**src/rtl/imem_loader_pkg.sv**
```systemverilog
// ---------------------------------------------------------------------------
// imem_loader_pkg
// Shared definitions for the boot-image loader and the core's instruction
// memory: the default memory geometry and the loader state enumeration.
// Both sides import this package so the memory depth and address width
// always agree.
// ---------------------------------------------------------------------------
package imem_loader_pkg;

    // Default instruction-memory geometry: 256 words of 32 bits.
    // IMEM_DEPTH must always equal 2**IMEM_ADDR_W.
    localparam int IMEM_DEPTH  = 256;
    localparam int IMEM_ADDR_W = 8;

    // LOAD  : collecting bytes of the current word from the stream
    // WRITE : single-cycle write of the assembled word into memory
    // RUN   : image complete, core released from reset
    // ERROR : image overflowed the memory, core held in reset
    typedef enum logic [1:0] {
        LOAD  = 2'd0,
        WRITE = 2'd1,
        RUN   = 2'd2,
        ERROR = 2'd3
    } loader_state_t;

endpackage

```
**src/rtl/imem_loader.sv**
```systemverilog
// ---------------------------------------------------------------------------
// imem_loader
// Receives a boot image as a little-endian byte stream, packs it into 32-bit
// words, writes each word into instruction memory, and releases the
// downstream RISC-V core from reset once the final byte has been written.
// An image longer than DEPTH words stops the load in an error state with the
// core still held in reset. A reload pulse in RUN or ERROR restarts loading.
//
// Ports
//   clk, rst       : clock, asynchronous active-high reset
//   in_valid       : byte-stream source has a byte
//   in_data[7:0]   : image byte (little-endian within each word)
//   in_last        : in_data is the final byte of the image
//   in_ready       : loader accepts a byte this cycle (LOAD only)
//   reload         : single-cycle restart request (honoured in RUN/ERROR)
//   imem_we        : instruction-memory write strobe
//   imem_addr      : word address of the write
//   imem_wdata     : assembled 32-bit word
//   core_rst       : reset to the core, low only once the image is loaded
//   done           : image loaded, core released
//   err            : image exceeded DEPTH words
//   words_loaded   : number of words written during this load
//
// DEPTH must equal 2**ADDR_W.
// ---------------------------------------------------------------------------
module imem_loader
    import imem_loader_pkg::*;
#(
    parameter int DEPTH  = IMEM_DEPTH,
    parameter int ADDR_W = IMEM_ADDR_W
) (
    input  logic              clk,
    input  logic              rst,
    input  logic              in_valid,
    input  logic [7:0]        in_data,
    input  logic              in_last,
    output logic              in_ready,
    input  logic              reload,
    output logic              imem_we,
    output logic [ADDR_W-1:0] imem_addr,
    output logic [31:0]       imem_wdata,
    output logic              core_rst,
    output logic              done,
    output logic              err,
    output logic [ADDR_W:0]   words_loaded
);

    localparam logic [ADDR_W-1:0] LAST_ADDR = ADDR_W'(DEPTH - 1);

    loader_state_t     state;
    loader_state_t     state_next;
    logic [1:0]        byte_cnt;
    logic [ADDR_W-1:0] addr;
    logic [31:0]       word;
    logic              word_last;
    logic [ADDR_W:0]   count;
    logic              accept;

    assign accept       = in_valid && in_ready;
    assign imem_addr    = addr;
    assign imem_wdata   = word;
    assign words_loaded = count;

    always_ff @(posedge clk or posedge rst) begin
        if (rst) begin
            state <= LOAD;
        end else begin
            state <= state_next;
        end
    end

    // A word is closed either when its fourth byte arrives or when the image
    // ends early; a partially filled word keeps zeros in its upper bytes
    // because the assembly register is cleared after every write.
    always_comb begin
        state_next = state;
        in_ready   = 1'b0;
        imem_we    = 1'b0;
        core_rst   = 1'b1;
        done       = 1'b0;
        err        = 1'b0;
        case (state)
            LOAD: begin
                in_ready = 1'b1;
                if (in_valid && (byte_cnt == 2'd3 || in_last)) begin
                    state_next = WRITE;
                end
            end
            WRITE: begin
                imem_we = 1'b1;
                // A final word landing in the last slot is a clean finish,
                // so the in_last test has priority over the overflow test.
                if (word_last) begin
                    state_next = RUN;
                end else if (addr == LAST_ADDR) begin
                    state_next = ERROR;
                end else begin
                    state_next = LOAD;
                end
            end
            RUN: begin
                core_rst = 1'b0;
                done     = 1'b1;
                if (reload) begin
                    state_next = LOAD;
                end
            end
            ERROR: begin
                err = 1'b1;
                if (reload) begin
                    state_next = LOAD;
                end
            end
            default: begin
                state_next = LOAD;
            end
        endcase
    end

    // Datapath: byte assembly, word address and word count. The address
    // counter wraps to zero after the last slot, which is harmless because
    // the state machine leaves LOAD at that point; the count is one bit
    // wider so it can report a full memory.
    always_ff @(posedge clk or posedge rst) begin
        if (rst) begin
            byte_cnt  <= 2'd0;
            addr      <= '0;
            word      <= 32'd0;
            word_last <= 1'b0;
            count     <= '0;
        end else begin
            case (state)
                LOAD: begin
                    if (accept) begin
                        word[{byte_cnt, 3'b000} +: 8] <= in_data;
                        byte_cnt                      <= byte_cnt + 2'd1;
                        word_last                     <= in_last;
                    end
                end
                WRITE: begin
                    addr      <= addr + 1'b1;
                    count     <= count + 1'b1;
                    byte_cnt  <= 2'd0;
                    word      <= 32'd0;
                    word_last <= 1'b0;
                end
                RUN, ERROR: begin
                    if (reload) begin
                        addr      <= '0;
                        count     <= '0;
                        byte_cnt  <= 2'd0;
                        word      <= 32'd0;
                        word_last <= 1'b0;
                    end
                end
                default: begin
                    byte_cnt <= 2'd0;
                end
            endcase
        end
    end

endmodule

```
**config.mk**
```make
export PLATFORM = sky130hd
export DESIGN_NAME = imem_loader
export DESIGN_NICKNAME = d
export VERILOG_FILES = /design/src/rtl/imem_loader_pkg.sv /design/src/rtl/imem_loader.sv
export SDC_FILE = /design/constraint.sdc
export NUM_CORES = 1
export LEC_CHECK = 0
export BUFFER_PORTS_ARGS = -buffer_cell sky130_fd_sc_hd__buf_2
export CORE_UTILIZATION = 31
export DETAILED_ROUTE_END_ITERATION = 10
export PLACE_DENSITY = 0.64
export SYNTH_ARGS = -nofsm -noshare
export SYNTH_HDL_FRONTEND = slang
export SYNTH_SLANG_ARGS = --single-unit
```
**constraint.sdc**
```tcl
create_clock -name clk -period 3.9 [get_ports clk]
set_input_delay 0.585 -clock clk [delete_from_list [all_inputs] [get_ports clk]]
set_output_delay 0.585 -clock clk [all_outputs]
set_load 0.01 [all_outputs]
```
==> run summary, run 1 <==
• cell type with the largest total area after synthesis: dfrtp_1
• Worst IR Drop VDD: 0.202 mV
• later-pin clock latency in the skew report: 0.31 ns
• clock tree from TritonCTS: done
• # Post-CTS Setup Buffers: 0
• required time of the critical path: 3.31 ns
• synth top area cells: dfrtp_1, a22o_1, o31ai_2
• Hold Violations, Final: 0
• Avg Cell Area, Syn: 11.5 um^2
• setup repair after global routing missed its margin: false
• transition time of the tightest slew-check pin: 0.887 ns
• die outline area: 8700 um^2
• critical path launch point type: flop
• flip-flop and latch count after synthesis: 54
• Routed Wire Length: 6100 um
• maximum number of pins on one net before global-route repair: 33
• Reg2Reg Depth: 5
• level count of the clock H-tree: 2
• sum of overflow across all layers after global routing: 0
• warning count from the yosys run: 0
• power density of the placed cells: 620 nW/um^2
• standard-cell rows: 32
• Antenna diodes: 0
• arrival time worst endpoint: 1.71 ns
• Distinct cells, synth: 37
• number of vias in the routed layout: 2,041
• netlist area before placement: 2580 um^2
• fin nets: 309
• layout cell share with drive strength beyond 1: 32.4%
• post-cts resize count: 0
• Top-Level Pins: 67
• worst reg2reg setup slack: 1.62 ns
• DRT antenna net count: 0
• routed length per instance: 15.6 um
• largest fanout on the critical path: 19
• maximum count of clock buffers along a single path: 2
• sequential element share of the synthesized area: 52.3%
• Cell Count Post-Placement: 384
• min cycle time layout: 2.29 ns
• global placer's final weighted congestion: 0.772
• Overall Global Routing Usage: 14.3%
• TritonCTS Sinks: 54
• total leakage power: 1.53 nW
• number of iterations in the first detailed-routing pass: 4
• via count of the first global-routing pass: 1,954
• max-slew violations: 0
• number of standard cells in the final layout excluding fillers: 392
• headroom to the max-slew limit: 40.5%
• count of routing violations after the opening detailed-route iteration: 67
• placeable core area: 7890 um^2
• clock-pin slew of the registers on the worst-case setup and hold paths: 0.11 ns
• Avg Vias per Cell: 5.21
• number of nets produced by synthesis: 244
• global-route wire length before repair: 9800 um
• final number of setup-violating endpoints: 0
• portion of the clock cycle consumed by the worst path in the final layout: 58.7%
• Final Total Pwr: 1.92 mW
• maximum clock frequency: 437 MHz
• Worst Hold Class: in2async
• sort of element at the end of the critical path: output port
• count of buffers inserted at the top-level ports: 66
• Reg-to-Reg Start: byte_cnt[0]
• top-area cell type share of the netlist area: 52.3%
• outcome: completed
• count of hold buffers inserted by post-cts repair: 0
• total clock buffers created by CTS: 5
• area added between synthesis and finish: 19.9%
• die height: 93.3 um
• WS Path Type: reg2out
• clock root buffer master: clkbuf_8
• drt drc: 0
• antenna violations before repair: 0
• width of the die: 93.3 um
• instance count of the mapped netlist: 224
• number of filler cells placed in the layout: 788
• setup tns final: 0 ns
• worst setup path startpoint: state[1]
• worst flop-to-flop path endpoint: imem_wdata[6]
• Worst Skew: 0.0149 ns
• DP HPWL: 4410 um
• effective utilization at floorplan: 32.7%
• number of maximum-capacitance constraint violations: 0
## area by class of cell
cell class | count | area [um^2] | share of cell area [%]
Tap cell | 102 | 128 | 4.12
Sequential cell | 54 | 1350 | 43.6
Clock inverter | 3 | 23.8 | 0.768
Timing Repair Buffer | 69 | 353 | 11.4
Clock buffer | 5 | 68.8 | 2.22
Inverter | 13 | 48.8 | 1.58
Multi-Input combinational cell | 146 | 1120 | 36.3
## logic make-up (layout without fill, tap and decap cells)
family | Yosys count | after routing | share of synthesized area [%]
flops | 54 | 54 | 52.3
simple gates | 55 | 55 | 12.5
compound gates | 80 | 80 | 26.3
xor+xnor | 3 | 3 | 1.02
fa+ha+maj | 7 | 7 | 3.39
mux | 1 | 1 | 0.388
buf+inv | 24 | 90 | 4.17
## routing by layer
layer / wire (um) / GRT usage, %
met1: 2850 / 19.7
met2: 2930 / 22.4
met3: 242 / 2.85
met4: 71 / 5.00
met5: 0 / 0
## worst max-delay path, cell delays in order (launching register included)
cell     delay [ns]
dfrtp_1        0.59
nor2_2         0.57
buf_2          0.24
## flip-flops by register name, summed over array words and instances (netlist names)
name,count
words_loaded,9
imem_wdata,32
state,2
word_last,1
imem_addr,8
byte_cnt,2
## report_power, final
part | total (mW) | switching, mW | internal [mW] | leakage (nW)
clock | 0.321 | 0.192 | 0.129 | 0.0408
sequential | 0.827 | 0.150 | 0.677 | 0.737
combinational | 0.771 | 0.479 | 0.292 | 0.749
total | 1.92 | 0.821 | 1.10 | 1.53
## cells in the final DEF, fill, tap and decap left out, drive strengths merged, types with 3 or more instances in the layout
master,instances
inv,14
buf,69
a2111oi,3
a21o,3
a22o,26
clkbuf,5
xor2,3
or3,5
nor2b,3
nand4,3
ha,7
or4,6
a21oi,9
nand3,8
dfrtp,54
nand3b,3
nand2b,4
nand2,13
o21ai,18
o31ai,14
nor2,3
## worst max path at each step
stage | endpoint | slack [ns]
after floorplan | imem_wdata[16] | 1.76
after global placement | imem_wdata[18] | 1.70
after detailed placement | imem_wdata[30] | 1.61
after CTS | in_ready | 1.59
after global routing | imem_wdata[24] | 1.48
final | in_ready | 1.61
## Yosys cell counts (all sizes together)
cell	number
a2111oi	3
a211oi	1
a21o	3
a21oi	9
a22o	26
a32o	2
and2	2
buf	4
clkbuf	7
dfrtp	54
ha	7
inv	13
mux2i	1
nand2	13
nand2b	4
nand3	8
nand3b	3
nand4	3
nor2	3
nor2b	3
nor3b	1
nor4	1
o21ai	18
o21ba	1
o311ai	1
o31ai	14
o32a	1
o41ai	1
or2	1
or3	5
or3b	1
or4	6
or4b	1
xor2	3
## metrics by stage
stage               hold slack (ns)  setup slack, ns  util [%]  cell area [um^2]
finish                        0.355             1.61      39.3              3100
global route                  0.418             1.48      39.3              3100
CTS                           0.369             1.59      39.3              3100
detailed placement            0.486             1.61      38.1              3000
global placement              0.487             1.70      38.1              3000
floorplan                     0.479             1.76         -              2580
No activity file was read; power rests on OpenSTA's default activity.
==> inputs of run 2 (changes only) <==
--- a/config.mk
+++ b/config.mk
@@ -5,10 +5,11 @@
 export SDC_FILE = /design/constraint.sdc
 export NUM_CORES = 1
 export LEC_CHECK = 0
+export ABC_AREA = 1
 export BUFFER_PORTS_ARGS = -buffer_cell sky130_fd_sc_hd__buf_2
 export CORE_UTILIZATION = 31
 export DETAILED_ROUTE_END_ITERATION = 10
-export PLACE_DENSITY = 0.64
+export PLACE_DENSITY = 0.65
 export SYNTH_ARGS = -nofsm -noshare
 export SYNTH_HDL_FRONTEND = slang
 export SYNTH_SLANG_ARGS = --single-unit
==> constraint.sdc (replaced) <==
create_clock -name clk -period 2.1 [get_ports clk]
set_input_delay 0.315 -clock clk [delete_from_list [all_inputs] [get_ports clk]]
set_output_delay 0.315 -clock clk [all_outputs]
set_load 0.01 [all_outputs]
==> run summary, run 2 <==
• Worst Skew: 0.0157 ns, +0.000873 ns
• global-route wire length before repair: 11,000 um, +12%
• power density of the placed cells: 1220 nW/um^2, +97%
• share of flip-flops with an asynchronous set or reset after synthesis: 100%, unchanged
• clock tree from TritonCTS: done
• number of nets produced by synthesis: 358, +47%
• Avg Vias per Cell: 4.77, -8.4%
• critical path launch point type: flop
• final instance area: 3270 um^2, +5.5%
• transition time of the tightest slew-check pin: 0.436 ns, -0.451 ns
• area added between synthesis and finish: 20.3%
• Overall Global Routing Usage: 15.8%, +1.5 points
• clock power share: 14.7%, -2.0 points
• standard-cell rows: 33, +3.1%
• register area: 1350 um^2, unchanged
• warning count from the yosys run: 0, unchanged
• # Post-CTS Setup Buffers: 0, unchanged
• portion of the clock cycle consumed by the worst path in the final layout: 90.2%
• critical path buffer and inverter count: 2, +1
• arrival time worst endpoint: 2.13 ns, +0.42 ns
• commonest non-fill, non-tap cell in the layout: nand2_1
• Cell Count Post-Placement: 508, +32%
• fin nets: 431, +39%
• compound-cell area share of the yosys netlist: 7.28%, -19 points
• antenna violations before repair: 0, unchanged
• outcome: completed
• via count of the first global-routing pass: 2,289, +17%
• min cycle time layout: 1.89 ns
• dominant combinational cell family by area after synthesis: simple AND/OR/NAND/NOR gates
• placeable core area: 8340 um^2, +5.7%
• Reg2Reg Depth: 6, +1
• Top-Level Pins: 67, unchanged
• simple-gate share of the synthesized area: 32.8%, +20 points
• worst reg2reg setup slack: 0.21 ns, -1.41 ns
• kind of cell adding the most delay to the critical path: flip-flops
• width of the die: 95.6 um, +2.5%
• Reg-to-Reg Start: byte_cnt[0]
• flip-flop and latch count after synthesis: 54, unchanged
• xor-xnor portion of the synthesized cell area: 0.323%, -0.69 points
• DRT antenna net count: 0, unchanged
• routed length per instance: 13.0 um, -16%
• Worst IR Drop VDD: 0.502 mV, +150%
• top post-synthesis cells by count: nand2_1, dfrtp_1, nor2_1
• worst flop-to-flop path endpoint: imem_wdata[22]
• maximum clock frequency: 528 MHz
• number of maximum-capacitance constraint violations: 0, unchanged
• sort of element at the end of the critical path: flop
• number of iterations in the first detailed-routing pass: 5, +1
• total leakage power: 1.81 nW, +18%
• maximum number of pins on one net before global-route repair: 43, +30%
• Avg Cell Area, Syn: 8.03 um^2, -30%
• headroom to the max-slew limit: 71.0%, +30 points
• die outline area: 9140 um^2, +5.0%
• Distinct cells, synth: 26, -30%
• count of cells along the worst hold path: 3
• count of buffers inserted at the top-level ports: 66, unchanged
• routed wl met2: 3070 um, +4.6%
• DRT met1 WL: 3100 um, +8.7%
• smallest hold slack: 0.240 ns, -0.115 ns
• top flip-flop cell by instance count after synthesis: dfrtp_1
• fraction of power consumed by combinational cells: 47.4%, +7.2 points
• sequential element share of the synthesized area: 49.8%, -2.6 points
• level count of the clock H-tree: 2, unchanged
• Pint: 2.08 mW, +90%
• total clock buffers created by CTS: 5, unchanged
• clock-pin slew of the registers on the worst-case setup and hold paths: 0.10 ns, about the same
• number of standard cells in the final layout excluding fillers: 516, +32%
• clock root buffer master: clkbuf_8
• drt drc: 0, unchanged
• area of the multi-input gates: 1180 um^2, +5.3%
• die height: 95.6 um, +2.5%
• post-layout utilization of the core: 39.2%, -0.11 points
• top-area cell type share of the netlist area: 49.8%, -2.6 points
• count of hold buffers inserted by post-cts repair: 1, +1
• arithmetic-cell share of the synthesized area counting full adders, half adders and majority gates: 3.23%, -0.17 points
• share of cell area taken by muxes after synthesis: 0%, -0.39 points
• count of routing violations after the opening detailed-route iteration: 106, +58%
• cell type with the largest total area after synthesis: dfrtp_1
• global placer's final weighted congestion: 0.901, +17%
• placement-stage cell area: 3170 um^2, +5.6%
• max-slew violations: 0, unchanged
• Worst Hold Class: in2reg
• TritonCTS Sinks: 54, unchanged
• WS Path Type: reg2reg
• cell with the most instances on the worst path: inv_1
• switching component of the power: 1.90 mW, +130%
• endpoint of the worst hold-timing path: imem_wdata[1]
• largest fanout on the critical path: 9, -10
• highest routing layer actually used: met4
• number of filler cells placed in the layout: 872, +11%
• layout cell share with drive strength beyond 1: 23.6%, -8.8 points
• CP max-delay cell: dfrtp_1
• maximum count of clock buffers along a single path: 2, unchanged
• final number of setup-violating endpoints: 0, unchanged
• instance count of the mapped netlist: 338, +51%
• most common cell in the synthesized netlist: nand2_1
• net switching share of the total power: 47.7%, +4.9 points
• flip-flop count of the largest register after layout: 32, unchanged
• Hold Violations, Final: 0, unchanged
• later-pin clock latency in the skew report: 0.32 ns, about the same
• number of vias in the routed layout: 2,460, +21%
• setup repair after global routing missed its margin: false
• synth top area cells: dfrtp_1, nand2_1, nand3_1
• Antenna diodes: 0, unchanged
• effective utilization at floorplan: 32.6%, -0.19 points
• post-cts resize count: 0, unchanged
• sum of overflow across all layers after global routing: 0, unchanged
• setup tns final: 0 ns, unchanged
• netlist area before placement: 2720 um^2, +5.1%
• Hold Crit Start: in_data[1]
• count of flip-flops with a built-in enable after synthesis: 0, unchanged
• delay of the slowest cell on the worst path: 0.47 ns, -0.12 ns
• required time of the critical path: 2.33 ns, -0.98 ns
• DP HPWL: 4970 um, +13%
• share of power burned in registers: 37.9%, -5.2 points
• commonest cells after routing, fill and taps aside: nand2_1, buf_2, dfrtp_1, nor2_1, nand3_1
• DR WL met3: 450 um, +86%
• sequence of cells on the critical path: inv_1 -> ha_1 -> inv_1 -> nor2_4 -> nand3_1 -> o21ai_0
• Routed Wire Length: 6700 um, +9.9%
run 2: changes by cell type after synthesis, sizes merged, moves of 7 or more:
cell / change
a22o: -24
nand2: +99
nand3: +27
clkbuf: -7
o31ai: -13
nor3: +9
inv: +24
nor2: +37
run 2: per-layer routing:
metal / vias up / track usage (%)
met3: 10 / 4.39
li1: 1222 / -
met4: 0 / 4.48
met1: 1139 / 21.1
met5: - / 0
met2: 89 / 24.9
run 2: worst register-to-register path, stage by stage (launching register included):
cell	delay, ns
dfrtp_1	0.47
inv_1	0.22
ha_1	0.46
inv_1	0.14
nor2_4	0.16
nand3_1	0.15
o21ai_0	0.21
run 2: cell families (layout without fill, tap and decap cells):
family / after synthesis / in the layout
compound gates: 35 / 35
xor+xnor: 1 / 1
fa+ha+maj: 7 / 7
buf+inv: 41 / 114
flops: 54 / 54
simple gates: 200 / 200
run 2: cell type report:
class                      count  area share, %
tap                          105           4.02
clock buffer                   5           2.11
clock inverter                 2          0.421
timing repair buffer          70           11.5
multi-input combinational    243           36.2
sequential                    54           41.4
inverter                      37           4.33
run 2: worst max path at each step:
stage               cells after the start  slack (ns)        start        endpoint
CTS                                     6        0.21  byte_cnt[0]   imem_wdata[9]
detailed placement                      6        0.25  byte_cnt[0]  imem_wdata[13]
global placement                        6        0.35  byte_cnt[0]  imem_wdata[14]
global route                            6        0.02  byte_cnt[0]   imem_wdata[9]
finish                                  6        0.21  byte_cnt[0]  imem_wdata[22]
floorplan                               1        0.47          rst     byte_cnt[0]
run 2: power groups by stage:
stage	Clock, mW	Sequential, mW	Combinational, mW
after floorplan	0	1.54	1.34
after global placement	0	1.52	1.84
after detailed placement	0	1.53	1.89
after CTS	0.606	1.51	1.90
after global routing	0.645	1.55	2.15
final	0.584	1.51	1.89
run 2: through the flow:
step	setup WS [ns]	total power, mW
2_1_floorplan	0.467	2.89
3_3_place_gp	0.350	3.36
3_5_place_dp	0.249	3.42
4_1_cts	0.214	4.02
5_1_grt	0.0240	4.34
6_report	0.206	3.98
